File: config.mk
export PLATFORM = sky130hd
export DESIGN_NAME = wb_port_ctrl_flat
export DESIGN_NICKNAME = d
export VERILOG_FILES = /design/src/rtl/wb_port_ctrl_pkg.sv /design/src/rtl/wb_port_ctrl_if.sv /design/src/rtl/wb_port_ctrl_wait_counter.sv /design/src/rtl/wb_port_ctrl.sv /design/src/flat_wrapper.sv
export SDC_FILE = /design/constraint.sdc
export NUM_CORES = 1
export LEC_CHECK = 0
export ABC_AREA = 1
export BUFFER_PORTS_ARGS = -buffer_cell sky130_fd_sc_hd__buf_2
export CAP_MARGIN = 20
export CELL_PAD_IN_SITES_DETAIL_PLACEMENT = 0
export CELL_PAD_IN_SITES_GLOBAL_PLACEMENT = 1
export CORE_AREA = 2 2 101 103
export CTS_CLUSTER_DIAMETER = 30
export DETAILED_ROUTE_END_ITERATION = 8
export DIE_AREA = 0 0 103 105
export PLACE_DENSITY_LB_ADDON = 0.05
export SLEW_MARGIN = 20
export SYNTH_ARGS = -nofsm -noshare
export SYNTH_HDL_FRONTEND = slang
export SYNTH_HIERARCHICAL = 1
export SYNTH_SLANG_ARGS = --single-unit
File: constraint.sdc
create_clock -name clk -period 3.5 [get_ports clk]
set_clock_uncertainty 0.1 [all_clocks]
set_input_delay 0.175 -clock clk [delete_from_list [all_inputs] [get_ports clk]]
set_output_delay 0.175 -clock clk [all_outputs]
set_load 0.05 [all_outputs]
File: src/rtl/wb_port_ctrl_pkg.sv
// Shared types and widths for the write-back port controller.
package arm_wb_pkg;

  localparam int REG_ADDR_W = 4;
  localparam int DATA_W     = 32;

  typedef enum logic [0:0] {
    IDLE     = 1'b0,
    WAIT_MEM = 1'b1
  } wb_state_e;

  typedef struct packed {
    logic                  wb_en;
    logic [REG_ADDR_W-1:0] dest;
  } load_tag_t;

endpackage

File: src/rtl/wb_port_ctrl_if.sv
// MEM/WB retire handshake, data-memory response and register-file write port.
interface wb_port_ctrl_if;
  import arm_wb_pkg::*;

  logic                  in_valid;
  logic                  in_ready;
  logic                  in_wb_en;
  logic                  in_mem_r_en;
  logic [REG_ADDR_W-1:0] in_dest;
  logic [DATA_W-1:0]     in_alu_result;
  logic                  mem_rsp_valid;
  logic [DATA_W-1:0]     mem_rsp_data;
  logic                  rf_we;
  logic [REG_ADDR_W-1:0] rf_waddr;
  logic [DATA_W-1:0]     rf_wdata;
  logic                  pend_valid;
  logic [REG_ADDR_W-1:0] pend_dest;

  modport master (
    output in_valid, in_wb_en, in_mem_r_en, in_dest, in_alu_result,
    output mem_rsp_valid, mem_rsp_data,
    input  in_ready, rf_we, rf_waddr, rf_wdata, pend_valid, pend_dest
  );

  modport slave (
    input  in_valid, in_wb_en, in_mem_r_en, in_dest, in_alu_result,
    input  mem_rsp_valid, mem_rsp_data,
    output in_ready, rf_we, rf_waddr, rf_wdata, pend_valid, pend_dest
  );

endinterface

File: src/rtl/wb_port_ctrl_wait_counter.sv
// Load wait counter: cleared on load accept, counts WAIT_MEM cycles,
// tc flags the cycle in which the count reaches TIMEOUT_CYCLES.
module wb_wait_counter #(
  parameter int TIMEOUT_CYCLES = 255
) (
  input  logic clk,
  input  logic rst_n,
  input  logic clr,
  input  logic inc,
  output logic tc
);

  localparam int CW = (TIMEOUT_CYCLES < 2) ? 1 : $clog2(TIMEOUT_CYCLES + 1);
  localparam logic [CW-1:0] LAST = CW'(TIMEOUT_CYCLES - 1);

  logic [CW-1:0] cnt;

  always_ff @(posedge clk) begin
    if (!rst_n) begin
      cnt <= '0;
    end else if (clr) begin
      cnt <= '0;
    end else if (inc) begin
      cnt <= cnt + CW'(1);
    end
  end

  // cnt holds completed wait cycles, so the current cycle is number cnt+1
  assign tc = inc && (cnt == LAST);

endmodule

File: src/rtl/wb_port_ctrl.sv
// Single register-file write port controller: ALU results retire directly,
// loads freeze the pipeline until the data memory responds or times out.
//
// state    | meaning
// S_IDLE   | accepting retiring instructions, in_ready high
// S_WAIT   | load outstanding, pipeline frozen until response or timeout
module wb_port_ctrl
  import arm_wb_pkg::*;
#(
  parameter int TIMEOUT_CYCLES = 255,
  parameter int CNT_W          = 16
) (
  input  logic             clk,
  input  logic             rst_n,
  wb_port_ctrl_if.slave    bus,
  output logic             err_timeout,
  output logic             err_spurious,
  output logic [CNT_W-1:0] stall_cnt
);

  localparam logic [0:0] S_IDLE = 1'b0;
  localparam logic [0:0] S_WAIT = 1'b1;

  logic [0:0]            state;
  load_tag_t             tag;
  logic                  xfer;
  logic                  wait_clr;
  logic                  wait_inc;
  logic                  wait_tc;
  logic                  rf_we_q;
  logic [REG_ADDR_W-1:0] rf_waddr_q;
  logic [DATA_W-1:0]     rf_wdata_q;
  logic [REG_ADDR_W-1:0] wb_addr;
  logic [DATA_W-1:0]     wb_data;

  assign bus.in_ready   = (state == S_IDLE);
  assign bus.rf_we      = rf_we_q;
  assign bus.rf_waddr   = rf_waddr_q;
  assign bus.rf_wdata   = rf_wdata_q;
  assign bus.pend_valid = (state == S_WAIT) && tag.wb_en;
  assign bus.pend_dest  = tag.dest;

  assign xfer     = bus.in_valid && (state == S_IDLE);
  assign wait_clr = xfer && bus.in_mem_r_en;
  assign wait_inc = (state == S_WAIT);

  wb_wait_counter #(
    .TIMEOUT_CYCLES(TIMEOUT_CYCLES)
  ) u_wait_cnt (
    .clk  (clk),
    .rst_n(rst_n),
    .clr  (wait_clr),
    .inc  (wait_inc),
    .tc   (wait_tc)
  );

  always_comb begin
    wb_addr = bus.in_dest;
    wb_data = bus.in_alu_result;
    if (state == S_WAIT) begin
      wb_addr = tag.dest;
      wb_data = bus.mem_rsp_data;
    end
  end

  always_ff @(posedge clk) begin
    if (!rst_n) begin
      state        <= S_IDLE;
      tag          <= '0;
      rf_we_q      <= 1'b0;
      rf_waddr_q   <= '0;
      rf_wdata_q   <= '0;
      err_timeout  <= 1'b0;
      err_spurious <= 1'b0;
      stall_cnt    <= '0;
    end else begin
      rf_we_q <= 1'b0;
      case (state)
        S_IDLE: begin
          if (bus.mem_rsp_valid) begin
            err_spurious <= 1'b1;
          end
          if (xfer) begin
            if (bus.in_mem_r_en) begin
              tag.wb_en <= bus.in_wb_en;
              tag.dest  <= bus.in_dest;
              state     <= S_WAIT;
            end else begin
              rf_we_q    <= bus.in_wb_en;
              rf_waddr_q <= wb_addr;
              rf_wdata_q <= wb_data;
            end
          end
        end
        S_WAIT: begin
          if (stall_cnt != '1) begin
            stall_cnt <= stall_cnt + CNT_W'(1);
          end
          // a response in the terminal cycle still completes the load
          if (bus.mem_rsp_valid) begin
            rf_we_q    <= tag.wb_en;
            rf_waddr_q <= wb_addr;
            rf_wdata_q <= wb_data;
            state      <= S_IDLE;
          end else if (wait_tc) begin
            err_timeout <= 1'b1;
            state       <= S_IDLE;
          end
        end
        default: state <= S_IDLE;
      endcase
    end
  end

endmodule

File: src/flat_wrapper.sv
// flat-port wrapper written by rule: the top's interface ports become plain ports
module wb_port_ctrl_flat import arm_wb_pkg::*;
#(
  parameter int TIMEOUT_CYCLES = 255,
  parameter int CNT_W          = 16
)
  (clk, rst_n, err_timeout, err_spurious, stall_cnt, bus_in_valid, bus_in_wb_en, bus_in_mem_r_en, bus_in_dest, bus_in_alu_result, bus_mem_rsp_valid, bus_mem_rsp_data, bus_in_ready, bus_rf_we, bus_rf_waddr, bus_rf_wdata, bus_pend_valid, bus_pend_dest);
  wb_port_ctrl_if bus_i ();
  input  logic clk;
  input  logic rst_n;
  output logic err_timeout;
  output logic err_spurious;
  output logic [CNT_W-1:0] stall_cnt;
  input wire logic [$bits(bus_i.in_valid)-1:0] bus_in_valid;
  input wire logic [$bits(bus_i.in_wb_en)-1:0] bus_in_wb_en;
  input wire logic [$bits(bus_i.in_mem_r_en)-1:0] bus_in_mem_r_en;
  input wire logic [$bits(bus_i.in_dest)-1:0] bus_in_dest;
  input wire logic [$bits(bus_i.in_alu_result)-1:0] bus_in_alu_result;
  input wire logic [$bits(bus_i.mem_rsp_valid)-1:0] bus_mem_rsp_valid;
  input wire logic [$bits(bus_i.mem_rsp_data)-1:0] bus_mem_rsp_data;
  output wire logic [$bits(bus_i.in_ready)-1:0] bus_in_ready;
  output wire logic [$bits(bus_i.rf_we)-1:0] bus_rf_we;
  output wire logic [$bits(bus_i.rf_waddr)-1:0] bus_rf_waddr;
  output wire logic [$bits(bus_i.rf_wdata)-1:0] bus_rf_wdata;
  output wire logic [$bits(bus_i.pend_valid)-1:0] bus_pend_valid;
  output wire logic [$bits(bus_i.pend_dest)-1:0] bus_pend_dest;
  assign bus_i.in_valid = bus_in_valid;
  assign bus_i.in_wb_en = bus_in_wb_en;
  assign bus_i.in_mem_r_en = bus_in_mem_r_en;
  assign bus_i.in_dest = bus_in_dest;
  assign bus_i.in_alu_result = bus_in_alu_result;
  assign bus_i.mem_rsp_valid = bus_mem_rsp_valid;
  assign bus_i.mem_rsp_data = bus_mem_rsp_data;
  assign bus_in_ready = bus_i.in_ready;
  assign bus_rf_we = bus_i.rf_we;
  assign bus_rf_waddr = bus_i.rf_waddr;
  assign bus_rf_wdata = bus_i.rf_wdata;
  assign bus_pend_valid = bus_i.pend_valid;
  assign bus_pend_dest = bus_i.pend_dest;
  wb_port_ctrl #(.TIMEOUT_CYCLES(TIMEOUT_CYCLES), .CNT_W(CNT_W)) u_core (.clk(clk), .rst_n(rst_n), .bus(bus_i), .err_timeout(err_timeout), .err_spurious(err_spurious), .stall_cnt(stall_cnt));
endmodule
# == Word-level counts from Yosys, hierarchy flattened ==
# Index checks and enable logic that the tools add are counted.
# word_totals
regBits,69
input_bits,74
output_inout_bits,61
# op_classes
add_sub_neg,2
eq_ne,5
n_mux,19
bitwise_logic,3
reduce_logical,10
# op_table
cell,count
two-way mux 32 bit,4
one-hot mux 32 bit (2 select lines),1
adder 16 x 1 -> 16 bit (second input constant),1
two-way mux 4 bit,4
!= test 16 bit (second input constant),1
AND reduction 3 bit,3
adder 8 x 1 -> 8 bit (second input constant),1
== test 8 bit (second input constant),1
one-hot mux 4 bit (2 select lines),1
two-way mux 1 bit,7
logical AND 1 bit,4
!= test 2 bit (second input constant),2
one-hot mux 1 bit (2 select lines),2
AND reduction 2 bit,2
NOT 1 bit,3
!= test 2 x 1 -> 1 bit (second input constant),1
OR reduction 2 bit,1

# == Longest topological paths before layout ==
# logic_depth
ltp_word,5
mapped_depth,9
ltp_nobuf,9

# == Cells and area by module ==
# The synthesis kept the hierarchy.
# modules_own_cells
module,instances,cells_per_inst,area_per_inst_um2,seq_area_each_um2
wb_port_ctrl,1,462,2951.6,1221.2
wb_wait_counter,1,53,379.1,160.2

# == Worst setup path before layout ==
# OpenSTA, ideal clock, no wires.
# synth_timing
path_type,register to register
startpoint,reg u_core.stall_cnt[0]
endpoint,reg u_core.stall_cnt[14]
arrival_time_ns,1.548
required_ns,3.283
slack_ns,1.735
stages_incl_launch_ff,8
n_path_buf,1
period_less_slack_ns,1.765
cell_sequence,dfxtp_1 ha_1 inv_1 nor2_1 nand4_1 buf_2 a21oi_1 nor2_1
# synth_via
elab_chain_cells,2
word_cells_on_any_way,3
cone_classes,add/sub (1); eq/ne (1); reduce/logical (1)
# synth_lines
element,line_no,source
from (decl),wb_port_ctrl.sv:18,output logic [CNT_W-1:0] stall_cnt
from (signal assigned),wb_port_ctrl.sv:97,stall_cnt <= stall_cnt + CNT_W'(1);
branches (longest 2 deep; another with adder 16 x 1 -> 16 bit),-,
# Several ways; the timed one is not identified.
# A chain may end at the register's enable or synchronous reset.

# == Worst setup path in the final report ==
# layout_timing
startpoint,reg u_core.state
endpoint,reg u_core.rf_wdata_q[19] (netlist: u_core/bus.rf_wdata[19])
# layout_via
elab_chain_cells,4
word_cells_on_any_way,11
cone_classes,eq/ne (3); mux (5); bitwise (1); reduce/logical (2)
# layout_lines
element,line_no,source
from (decl),wb_port_ctrl.sv:24,logic [0:0] state;
from (signal assigned),wb_port_ctrl.sv:68,state <= S_IDLE;
from (signal assigned),wb_port_ctrl.sv:87,state <= S_WAIT;
from (signal assigned),wb_port_ctrl.sv:104,state <= S_IDLE;
two-way mux 32 bit / NOT 1 bit (equally long branches),"wb_port_ctrl.sv:60, wb_port_ctrl.sv:43, wb_port_ctrl.sv:78",
two-way mux 32 bit / logical AND 1 bit (equally long branches),"wb_port_ctrl.sv:84, wb_port_ctrl.sv:43",
two-way mux 32 bit / != test 2 x 1 -> 1 bit (equally long branches),-,
one-hot mux 32 bit (2 select lines) / AND reduction 3 bit (equally long branches),-,
to (signal assigned),wb_port_ctrl.sv:91,rf_wdata_q <= wb_data;
to (signal assigned),wb_port_ctrl.sv:103,rf_wdata_q <= wb_data;
to (decl),wb_port_ctrl.sv:32,logic [DATA_W-1:0] rf_wdata_q;
# Several ways; a longest one is shown, not always the timed one. The select of a mux whose other input is x is not followed.

==> impl_metrics.tcl <==
set metrics [dict create \
    status "completed" \
    p_int_w 0.00135 \
    insertion_delay_ns 0.35 \
    drive_gt1_share_pct 25.4 \
    end_kind "flip-flop" \
    maxSlewViolCount 0 \
    use_met3_pct 3.68 \
    p_leak_nw 2.13 \
    dr.pass1.iters 4 \
    start_util_pct 34.6 \
    grt_max_degree 48 \
    finalNetCount 717 \
    drv_cap 0 \
    syn_avg_cell_area_um2 6.47 \
    fin_crit_sh_pct 63.6 \
    power_switching_w 0.000639 \
    place_congestion 0.761 \
    drcViolationCount 0 \
    cts.sinks 69 \
    most-common-layout-cells "nand2_1, buf_2, nor2_1, dfxtp_1, o21ai_0" \
    ys_ff_latch 69 \
    cts_tree "built" \
    cp.required_ns 3.64 \
    ys_warn_count 6 \
    core_area_um2 9640 \
    row_count 36 \
    swShare_pct 32.1 \
    p_per_area_nw_per_um2 465 \
    tightest_slew_ns 0.809 \
    layout_commonest_cell "nand2_1" \
    antenna_left 0 \
    die_h_um 105 \
    rsz0062_at_grt "no" \
    netlist_area_um2 3330 \
    combPwrFrac_pct 21.0 \
    cts_max_level 3 \
    hold_viol 0 \
    hpwl_mm 6.35 \
    period_minus_slack_ns 2.22 \
    wl_per_cell_um 11.7 \
    cts_resized 0 \
    yosysSeqAreaShare_pct 41.5 \
    grt_pass1_vias 3058 \
    ir_drop_mv 0.181 \
    cp.arrival_ns 2.37 \
    slew_headroom_pct 45.9 \
    fmax_ghz 0.450 \
    grt_use_met2_pct 26.1 \
    setup_tns_ns 0 \
    clk_path_buf_depth 2 \
    fin_util_pct 44.4 \
    via_count 3468 \
    io_buffers 134 \
    wl_mm 9.08 \
    path_clk_slew_ns 0.07 \
    antenna_found_initial 0 \
    first_iter_violations 160 \
    via_per_inst 4.46 \
    grt_overflow 0 \
    syn_inst 515 \
    hold_path.class "input pin to flip-flop" \
    grt_pass1_wl_mm 14.4 \
    syn_nets 592 \
    setup_violations 0 \
    use_met1_pct 22.0 \
    dieWidth_um 103 \
    cts_buffers 9 \
    syn2layout_area_growth_pct 28.5 \
    io_pins 135 \
    gr-usage-all-layers_pct 16.7 \
    grt-busiest-layer "met2" \
    post-cts-setup-buffers 0 \
    die_area_um2 10800 \
    synth_cell_types 28 \
    clockRootBuffer "clkbuf_8" \
    p_total_w 0.00199 \
    worst_setup_path_start_kind "flip-flop" \
    power_frac_seq_pct 43.1 \
    fill_cells 1092 \
    worstSetupPathType "flip-flop to flip-flop" \
    power_frac_clock_pct 35.9 \
    holdWs_ns 0.0460 \
    crit_fanout 44 \
    antenna_cells 0 \
]
==> repair_timing <==
action | CTS | global route
endpoints found under the hold margin | 5 | 0
endpoints found under the setup margin | 0 | 0
hold buffers | 5 | 0
==> path summary, 6_finish.rpt <==
path,slack (ns),endpoint,start,cells past startpoint
max,1.28,u_core/bus.rf_wdata[19]$_SDFFE_PN0P_,u_core/state$_SDFF_PN0_,5
min,0.05,u_core/bus.rf_we$_SDFF_PN0_,bus_mem_rsp_valid,3
max reg2reg,1.28,u_core/bus.rf_wdata[19]$_SDFFE_PN0P_,u_core/state$_SDFF_PN0_,5
min reg2reg,0.37,u_core/err_timeout$_SDFFE_PN0P_,u_core/err_timeout$_SDFFE_PN0P_,1
==> through the flow <==
step / std cells / worst slack [ns] / area [µm²]
after floorplan: 515 / 1.73 / 3330
after global placement: 757 / 1.28 / 4020
after detailed placement: 757 / 1.24 / 4020
after CTS: 778 / 1.24 / 4280
after global routing: 778 / 0.997 / 4280
final: 778 / 1.28 / 4280
==> cell families (layout without fill, tap and decap cells) <==
kind of cell	Yosys count	in the layout	share of synthesized area, %
flops	69	69	41.5
buf+inv	46	176	7.25
fa+ha+maj	3	3	1.13
simple gates	331	331	39.7
compound gates	66	66	10.5
==> layout make-up <==
type	instances	area (µm²)	share of cell area (%)
well taps	133	166	3.89
flip-flops and latches	69	1380	32.3
inverters	19	73.8	1.72
clock inverters	6	86.3	2.02
repair buffers	141	736	17.2
multi-input cells	400	1710	39.9
clock buffers	10	128	2.98
==> worst max-delay path, cell delays in order (launching register included) <==
cell	delay, ns
dfxtp_2	0.35
inv_4	0.17
o21ai_4	0.71
inv_2	0.48
nor2_1	0.21
nor2_1	0.06
==> sequential cells by signal (all words and copies together), names as in the netlist <==
signal	count
u_core/u_wait_cnt/cnt	8
u_core/err_spurious	1
u_core/bus.rf_wdata	32
u_core/tag	1
u_core/bus.rf_waddr	4
u_core/bus.pend_dest	4
u_core/bus.rf_we	1
u_core/stall_cnt	16
u_core/err_timeout	1
u_core/state	1
==> metal layers <==
metal  up-vias  routed length, µm
met3        10                655
met4         0                105
met1      1488               4260
met5         -                  0
met2       109               4050
li1       1861                  -
==> synth_stat cells, drive strengths merged <==
cell / instances / area share [%]
o21a: 1 / 0.23
nand3: 17 / 2.7
inv: 18 / 2.1
buf: 22 / 4.5
clkbuf: 5 / 0.56
nand3b: 1 / 0.23
nor3b: 2 / 0.60
nor3: 1 / 0.15
a21oi: 23 / 3.5
nand4: 4 / 0.75
ha: 3 / 1.1
a31oi: 1 / 0.19
nor2: 131 / 15
nand2: 175 / 20
clkinv: 1 / 0.11
o21ai: 41 / 6.6
dfxtp: 69 / 41
==> power by group through the flow <==
stage                     registers [W]  clock network [W]  logic (W)
after detailed placement       0.000875                  0   0.000417
final                          0.000856           0.000714   0.000418
after floorplan                 0.00102                  0   0.000161
after CTS                      0.000857           0.000736   0.000423
after global routing           0.000863           0.000772   0.000460
after global placement         0.000875                  0   0.000415
No activity file was read; power rests on OpenSTA's default activity.
